$ cat src/rtl/instr_encoder_loader.sv
// instr_encoder_loader
//   Packs decoded RV32I instruction fields into a 32-bit instruction word and
//   writes the words sequentially into instruction memory.
//
//   Ports:
//     clk, reset            clock and synchronous active-high reset
//     start                 clears address, count, full and error state
//     in_valid / in_ready   field bundle handshake
//     Opcode, rd, rs1, rs2,
//     funct3, funct7, imm   decoded instruction fields
//     mem_we / mem_ready    memory write request / acceptance
//     mem_addr, mem_wdata   byte address and encoded instruction
//     word_count, full      words written, and word_count == DEPTH
//     err, err_code         sticky error flag, latest error (01 opcode, 10 range)
module instr_encoder_loader #(
  parameter int unsigned DEPTH     = 256,
  parameter logic [31:0] BASE_ADDR = 32'h0000_0000,
  parameter int unsigned CNT_W     = 9
) (
  input  logic             clk,
  input  logic             reset,
  input  logic             start,
  input  logic             in_valid,
  output logic             in_ready,
  input  logic [6:0]       Opcode,
  input  logic [4:0]       rd,
  input  logic [4:0]       rs1,
  input  logic [4:0]       rs2,
  input  logic [2:0]       funct3,
  input  logic [6:0]       funct7,
  input  logic [31:0]      imm,
  output logic             mem_we,
  input  logic             mem_ready,
  output logic [31:0]      mem_addr,
  output logic [31:0]      mem_wdata,
  output logic [CNT_W-1:0] word_count,
  output logic             full,
  output logic             err,
  output logic [1:0]       err_code
);

  localparam logic [6:0] OpcLoad   = 7'b0000011;
  localparam logic [6:0] OpcOpImm  = 7'b0010011;
  localparam logic [6:0] OpcStore  = 7'b0100011;
  localparam logic [6:0] OpcBranch = 7'b1100011;
  localparam logic [6:0] OpcOp     = 7'b0110011;

  localparam logic [1:0] ErrOpcode = 2'b01;
  localparam logic [1:0] ErrRange  = 2'b10;

  typedef enum logic [1:0] {StIdle, StEnc, StWr} state_e;

  state_e           state_q, state_d;
  logic [6:0]       opcode_q, opcode_d;
  logic [4:0]       rd_q, rd_d;
  logic [4:0]       rs1_q, rs1_d;
  logic [4:0]       rs2_q, rs2_d;
  logic [2:0]       funct3_q, funct3_d;
  logic [6:0]       funct7_q, funct7_d;
  logic [31:0]      imm_q, imm_d;
  logic             mem_we_q, mem_we_d;
  logic [31:0]      mem_addr_q, mem_addr_d;
  logic [31:0]      mem_wdata_q, mem_wdata_d;
  logic [CNT_W-1:0] word_count_q, word_count_d;
  logic             full_q, full_d;
  logic             err_q, err_d;
  logic [1:0]       err_code_q, err_code_d;

  logic [31:0]      enc_word;
  logic             enc_err;
  logic [1:0]       enc_code;
  logic             imm12_ok;
  logic             imm13_ok;
  logic [CNT_W-1:0] count_inc;

  // Encoder on the registered fields; only consumed in StEnc.
  always_comb begin
    // Upper bits must be a pure sign extension of the encodable field.
    imm12_ok = (&imm_q[31:11]) | ~(|imm_q[31:11]);
    imm13_ok = ((&imm_q[31:12]) | ~(|imm_q[31:12])) & ~imm_q[0];
    enc_word = 32'h0;
    enc_err  = 1'b0;
    enc_code = 2'b00;
    case (opcode_q)
      OpcOp: begin
        enc_word = {funct7_q, rs2_q, rs1_q, funct3_q, rd_q, opcode_q};
      end
      OpcLoad, OpcOpImm: begin
        enc_word = {imm_q[11:0], rs1_q, funct3_q, rd_q, opcode_q};
        enc_err  = ~imm12_ok;
        enc_code = ErrRange;
      end
      OpcStore: begin
        enc_word = {imm_q[11:5], rs2_q, rs1_q, funct3_q, imm_q[4:0], opcode_q};
        enc_err  = ~imm12_ok;
        enc_code = ErrRange;
      end
      OpcBranch: begin
        enc_word = {imm_q[12], imm_q[10:5], rs2_q, rs1_q, funct3_q, imm_q[4:1], imm_q[11],
                    opcode_q};
        enc_err  = ~imm13_ok;
        enc_code = ErrRange;
      end
      default: begin
        enc_err  = 1'b1;
        enc_code = ErrOpcode;
      end
    endcase
  end

  assign in_ready  = (state_q == StIdle) & ~full_q;
  assign count_inc = word_count_q + CNT_W'(1);

  always_comb begin
    state_d      = state_q;
    opcode_d     = opcode_q;
    rd_d         = rd_q;
    rs1_d        = rs1_q;
    rs2_d        = rs2_q;
    funct3_d     = funct3_q;
    funct7_d     = funct7_q;
    imm_d        = imm_q;
    mem_we_d     = mem_we_q;
    mem_addr_d   = mem_addr_q;
    mem_wdata_d  = mem_wdata_q;
    word_count_d = word_count_q;
    full_d       = full_q;
    err_d        = err_q;
    err_code_d   = err_code_q;

    if (start) begin
      // Discards any in-flight word; in_valid is ignored this cycle.
      state_d      = StIdle;
      mem_we_d     = 1'b0;
      mem_addr_d   = BASE_ADDR;
      word_count_d = '0;
      full_d       = 1'b0;
      err_d        = 1'b0;
      err_code_d   = 2'b00;
    end else begin
      unique case (state_q)
        StIdle: begin
          if (in_valid && in_ready) begin
            opcode_d = Opcode;
            rd_d     = rd;
            rs1_d    = rs1;
            rs2_d    = rs2;
            funct3_d = funct3;
            funct7_d = funct7;
            imm_d    = imm;
            state_d  = StEnc;
          end
        end
        StEnc: begin
          if (enc_err) begin
            err_d      = 1'b1;
            err_code_d = enc_code;
            state_d    = StIdle;
          end else begin
            mem_wdata_d = enc_word;
            mem_we_d    = 1'b1;
            state_d     = StWr;
          end
        end
        StWr: begin
          if (mem_ready) begin
            mem_we_d     = 1'b0;
            mem_addr_d   = mem_addr_q + 32'd4;
            word_count_d = count_inc;
            full_d       = (count_inc == CNT_W'(DEPTH));
            state_d      = StIdle;
          end
        end
        default: state_d = StIdle;
      endcase
    end
  end

  always_ff @(posedge clk) begin
    if (reset) begin
      state_q      <= StIdle;
      opcode_q     <= 7'h0;
      rd_q         <= 5'h0;
      rs1_q        <= 5'h0;
      rs2_q        <= 5'h0;
      funct3_q     <= 3'h0;
      funct7_q     <= 7'h0;
      imm_q        <= 32'h0;
      mem_we_q     <= 1'b0;
      mem_addr_q   <= BASE_ADDR;
      mem_wdata_q  <= 32'h0;
      word_count_q <= '0;
      full_q       <= 1'b0;
      err_q        <= 1'b0;
      err_code_q   <= 2'b00;
    end else begin
      state_q      <= state_d;
      opcode_q     <= opcode_d;
      rd_q         <= rd_d;
      rs1_q        <= rs1_d;
      rs2_q        <= rs2_d;
      funct3_q     <= funct3_d;
      funct7_q     <= funct7_d;
      imm_q        <= imm_d;
      mem_we_q     <= mem_we_d;
      mem_addr_q   <= mem_addr_d;
      mem_wdata_q  <= mem_wdata_d;
      word_count_q <= word_count_d;
      full_q       <= full_d;
      err_q        <= err_d;
      err_code_q   <= err_code_d;
    end
  end

  assign mem_we     = mem_we_q;
  assign mem_addr   = mem_addr_q;
  assign mem_wdata  = mem_wdata_q;
  assign word_count = word_count_q;
  assign full       = full_q;
  assign err        = err_q;
  assign err_code   = err_code_q;

endmodule

$ cat config.mk
export PLATFORM = sky130hd
export DESIGN_NAME = instr_encoder_loader
export DESIGN_NICKNAME = d
export VERILOG_FILES = /design/src/rtl/instr_encoder_loader.sv
export SDC_FILE = /design/constraint.sdc
export NUM_CORES = 1
export LEC_CHECK = 0
export CORE_MARGIN = 5
export CORE_UTILIZATION = 45
export DETAILED_ROUTE_END_ITERATION = 7
export GPL_ROUTABILITY_DRIVEN = 1
export PLACE_DENSITY = 0.83
export SLEW_MARGIN = 0
export SYNTH_ARGS = -nofsm -noshare
export SYNTH_HDL_FRONTEND = slang
export SYNTH_SLANG_ARGS = --single-unit
$ cat constraint.sdc
create_clock -name clk -period 1.89 [get_ports clk]
set_input_delay 0.378 -clock clk [delete_from_list [all_inputs] [get_ports clk]]
set_output_delay 0.378 -clock clk [all_outputs]
set_load 0.01 [all_outputs]
== Word level (Yosys, flattened, before mapping) ==
Index checks and enable logic that the tools add are counted.

* Register bits after elaboration: 144
* Output and inout bits: 79

* Add/subtract/negate cells: 2
* Eq/ne operators: 11
* Muxes and demuxes: 10
* Bitwise gates (word level): 12
* Reductions and logical operators: 17

{| class="wikitable"
|+ Operators by type and width
! operator !! count
|-
| 32-bit case mux with 4 select lines || 1
|-
| 32-bit by 3-bit adder with 32-bit output (second input constant) || 1
|-
| 21-bit AND reduction || 1
|-
| 21-bit OR reduction || 1
|-
| 20-bit AND reduction || 1
|-
| 20-bit OR reduction || 1
|-
| 7-bit by 6-bit == test with 1-bit output (second input constant) || 2
|-
| 9-bit by 1-bit adder with 9-bit output (second input constant) || 1
|-
| 9-bit == test (second input constant) || 1
|-
| 3-bit AND reduction || 3
|-
| 1-bit NOT || 8
|-
| 7-bit by 2-bit == test with 1-bit output (second input constant) || 1
|-
| 7-bit by 5-bit == test with 1-bit output (second input constant) || 1
|-
| 7-bit == test (second input constant) || 1
|-
| 2-bit 2-to-1 mux || 3
|-
| 2-bit case mux with 3 select lines || 1
|-
| 2-bit AND reduction || 3
|-
| 2-bit inequality test (second input constant) || 2
|-
| 2-bit case mux with 2 select lines || 1
|-
| 2-bit OR reduction || 2
|-
| 4-bit OR reduction || 1
|-
| 1-bit case mux with 3 select lines || 1
|-
| 3-bit OR reduction || 1
|-
| 1-bit bitwise AND || 2
|-
| 9 further kinds || 11
|}

== Depth between registers and ports, before layout ==
* Word-level depth: 8
* Mapped depth: 9
* Depth with buffers taken out: 7

== Worst setup path before layout ==
No wires, ideal clock.

* Kind: register to register
* Start point: register imm_q[12]
* End point: register mem_wdata_q[23] (netlist: mem_wdata[23])
* Setup time: 131 ps
* Data arrival time: 1,857 ps
* Required time: 1,759 ps
* Setup slack: -99 ps
* Cell stages (with the launch flop): 9
* Path buffers: 2
* Clock period less this slack: 1,989 ps
* Cell sequence: dfxtp_1 -> nor4_2 -> nand2_1 -> o311a_4 -> a211o_1 -> buf_6 -> buf_4 -> o211ai_2 -> o31ai_2

* Word-level cells in the longest chain between the ends: 8

{| class="wikitable"
|+ Ends and longest elaborated chain
! element !! line !! source
|-
| from (decl) || 60 || <nowiki>logic [31:0] imm_q, imm_d;</nowiki>
|-
| from (signal assigned) || 204 || <nowiki>imm_q <= imm_d;</nowiki>
|-
| 20-bit OR reduction || 80 || <nowiki>imm13_ok = ((&imm_q[31:12]) | ~(|imm_q[31:12])) & ~imm_q[0];</nowiki>
|-
| 1-bit NOT || 80 ||
|-
| 1-bit OR || 80 ||
|-
| 1-bit bitwise AND || 80 ||
|-
| 1-bit NOT || 101 || <nowiki>enc_err = ~imm13_ok;</nowiki>
|-
| 1-bit case mux with 3 select lines (*) || 84 || <nowiki>case (opcode_q)</nowiki>
|-
| 1-bit NOT (no line) (*) || -- ||
|-
| 3-bit AND reduction (no line) (*) || -- ||
|-
| to (signal assigned) || 207 || <nowiki>mem_wdata_q <= mem_wdata_d;</nowiki>
|-
| to (decl) || 63 || <nowiki>logic [31:0] mem_wdata_q, mem_wdata_d;</nowiki>
|}

Mark *: on every way between the ends. The rest lies on a longest branch, timed or not.
A chain may end at the register's enable or synchronous reset.

== Worst setup path after layout ==
* Start point: register imm_q[30]
* End point: register mem_wdata_q[21] (netlist: mem_wdata[21])

The elaborated chain is that of the path after synthesis.

==> reports/qor.csv <==
stage;metric;value;unit
power_and_ir_drop;Leak;3.236;nW
finish;Finished Core Util;0.6825;
logic_synthesis;Post-synth EDFFs;0;
critical_path;reg-to-reg startpoint;imm_q[30];
logic_synthesis;leading area contributor after synthesis;dfxtp_1;
timing;skew final;0.01250;ns
outcome;status;finished with violations;
power_and_ir_drop;peak supply drop;0.6439;mV
critical_path;Setup Crit Path Kind;flip-flop to flip-flop;
power_and_ir_drop;Power Dens Cells;782.5;nW/µm²
logic_synthesis;Async SR Flop Fraction;0;
cts;CTS sink cnt;142;
placed_design;DP Cell Count;1056;
timing;final hold vios;0;
min_path;hold depth;2;
finish;antenna fix cells;0;
logic_synthesis;mapped cell area;6033;µm²
critical_path;Critical Path Source;imm_q[30];
critical_path;worst reg2reg path depth;7;
logic_synthesis;post-synthesis sequential area ratio;0.4712;
routing;final WL;17500;µm
routing;via/cell ratio;5.382;
critical_path;critical path cell sequence;nor4_2 -> nand3_1 -> o311a_4 -> a211o_4 -> buf_12 -> o211ai_4 -> o31ai_4;
cts;H-tree depth;4;
placed_design;DP HPWL;11700;µm
timing;Setup violations, final;30;
timing;max-slew violations;0;
die;Die ar.;15820;µm²
grt;GRT Util Overall;0.2122;
routing;drt drc;0;
die;Die W;125.8;µm
grt;GR Overflow Total;0;
cts;worst skew pair latency;0.42;ns
cts;CTS Hold Buffers Added;0;
logic_synthesis;most instantiated cells after synthesis;164 x nand2_1, 142 x dfxtp_1, 83 x a21oi_1;
timing;RSZ-0062 raised after global routing;true;
logic_synthesis;count leader, synth;nand2_1;
grt;pin count of the biggest net entering global routing;65;
critical_path;Worst EP required;2.18;ns
die;FP Rows;42;
critical_path;CP max-delay cell;o311a_4;
min_path;HP Class;input pin to flip-flop;
power_and_ir_drop;Final Total Pwr;7.044;mW
logic_synthesis;Post-Synthesis Cells;710;
cts;clock buffer count from CTS;17;
logic_synthesis;leading post-synthesis cells by cell area;dfxtp_1 47%, nand2_1 10%, a21oi_1 6.9%;
logic_synthesis;average size of a mapped cell;8.498;µm²
critical_path;CP Depth;7;
timing;Setup WS post-layout;-0.2583;ns
logic_synthesis;Synth Flop Type;dfxtp_1;
routing;vias post-DR;5872;
timing;Final min period;2.148;ns
timing;fmax;465.5;MHz
finish;nets;974;
min_path;worst hold start;reset;
cts;root buffer cell;clkbuf_16;
die;Die Height;125.8;µm
routing;drt initial violations;433;
critical_path;Worst Path Arrival;2.44;ns
finish;Layout Cells excl Fill;1091;
die;Starting Density;0.4574;
critical_path;Critical path buffers and inverters;1;
logic_synthesis;Seq cells post-synth;142;
logic_synthesis;Cell variety after synth;55;
grt;vias in the first global route;5583;
critical_path;CP top delay family;compound AO/OA/AOI/OAI gates;
grt;first-pass GRT wire length;27430;µm
cts;clk slew on worst S/H paths;0.06;ns
critical_path;Setup crit start kind;flip-flop;
critical_path;worst-path fanout max;22;
die;IO Count;148;
logic_synthesis;Syn. warnings;0;
cts;CTS tree;built;
grt;initial antenna violation count;0;
routing;routed wire length per instance;16.04;µm
routing;first drt pass iteration count;5;
die;Core Region;13190;µm²
finish;layout cell share with drive strength beyond 1;0.1956;
placed_design;placer congestion estimate;0.8222;
timing;Final Cycle Share;1.137;
outcome;failing checks;negative setup slack;
placed_design;IO Port Bufs;145;
cts;Max clock buf depth;2;
logic_synthesis;Yosys top cell area share;0.4712;
routing;Detail Route Antenna Nets;0;
flow_run;Max-Cap Viols;0;
critical_path;Worst setup EP type;flip-flop;
critical_path;slowest stage delay, CP;0.37;ns
finish;Area growth syn-to-layout;49.21;%
## per-layer routing
metal  wire length (µm)  GRT usage
met1               7511     0.2668
met2               8486     0.3439
met3                887    0.04996
met4                611     0.1028
met5                  0          0
## final cells by class
class | instances | area (µm²)
Sequential cell | 142 | 2850
Inverter | 8 | 30.03
Clock inverter | 9 | 132.6
Multi-Input combinational cell | 511 | 3124
Fill cell | 943 | 4188
Tap cell | 176 | 220.2
Clock buffer | 23 | 478.0
Timing Repair Buffer | 222 | 2167
## cells in the final DEF, fill, tap and decap left out, types with 3 or more instances in the layout
cell type / Yosys / final
a21oi_1: 83 / 81
a22oi_1: 16 / 16
a31o_1: 7 / 7
a31oi_1: 3 / 3
and3_1: 4 / 3
and4_1: 3 / 3
buf_12: 0 / 9
buf_4: 7 / 64
buf_6: 5 / 3
bufinv_16: 0 / 3
clkbuf_1: 33 / 3
clkbuf_16: 0 / 17
clkbuf_8: 0 / 3
clkdlybuf4s50_1: 0 / 143
dfxtp_1: 142 / 136
dfxtp_2: 0 / 6
ha_1: 3 / 3
inv_1: 8 / 8
nand2_1: 164 / 164
nand3_1: 20 / 17
nand3_2: 0 / 3
nand4_1: 18 / 18
nor2_1: 43 / 42
nor2b_1: 3 / 3
nor3_1: 10 / 8
nor3_2: 1 / 3
nor4_2: 1 / 7
nor4_4: 0 / 3
o211ai_1: 8 / 8
o211ai_2: 11 / 9
o21ai_0: 11 / 11
o21ai_1: 9 / 5
o21ai_2: 0 / 4
o31ai_2: 11 / 7
o31ai_4: 0 / 4
or2_2: 4 / 4
or3_1: 12 / 10
xnor2_1: 10 / 10
xor2_1: 20 / 20
## worst paths after layout
check,end,slack (ns)
max,mem_wdata[21],-0.26
min,opcode_q[5],0.33
max reg2reg,mem_wdata[21],-0.26
min reg2reg,err,0.45
## where the power goes
part	total (mW)	internal (mW)	switching [mW]
logic	0.497	0.254	0.243
clock network	3.44	2.18	1.26
registers	3.10	3.06	0.0448
total	7.04	5.50	1.55
## sequential cells by signal, indices dropped and copies added, names as in the netlist
name,cells
full,1
mem_addr,30
err,1
funct7_q,7
funct3_q,3
rs1_q,5
mem_we,1
rs2_q,5
opcode_q,7
imm_q,32
word_count,9
err_code,2
state_q,2
rd_q,5
mem_wdata,32
## through the flow
stage / worst slack, ns / setup TNS (ns) / area, µm² / hold WS, ns
floorplan: -0.05851 / -0.9143 / 6061 / 0.4286
global placement: -0.3569 / -9.361 / 8097 / 0.4362
detailed placement: -0.4103 / -10.79 / 8097 / 0.4393
CTS: -0.1937 / -4.672 / 8879 / 0.3055
global route: -0.3050 / -7.836 / 9002 / 0.3109
finish: -0.2583 / -6.225 / 9002 / 0.3275
## worst reg2reg max path: stages, from the launching register on
cell	delay, ns
dfxtp_1	0.33
nor4_2	0.31
nand3_1	0.18
o311a_4	0.37
a211o_4	0.37
buf_12	0.17
o211ai_4	0.20
o31ai_4	0.10
## repair_timing
item                       4_1_cts  5_1_grt
cloned                           1        1
pin swaps                       22       11
setup endpoints to repair       39       39
resized for setup               26       21
buffers inserted                 2        0
## cell families after synthesis
kind of cell / after synthesis / synth area share
simple gates: 304 / 0.2306
compound gates: 169 / 0.1941
flops: 142 / 0.4712
buf+inv: 59 / 0.04998
xor+xnor: 30 / 0.04355
fa+ha+maj: 3 / 0.006222
mux: 2 / 0.003733
other cells: 1 / 0.0006216
Note: power is estimated with default switching activity, not from simulation.
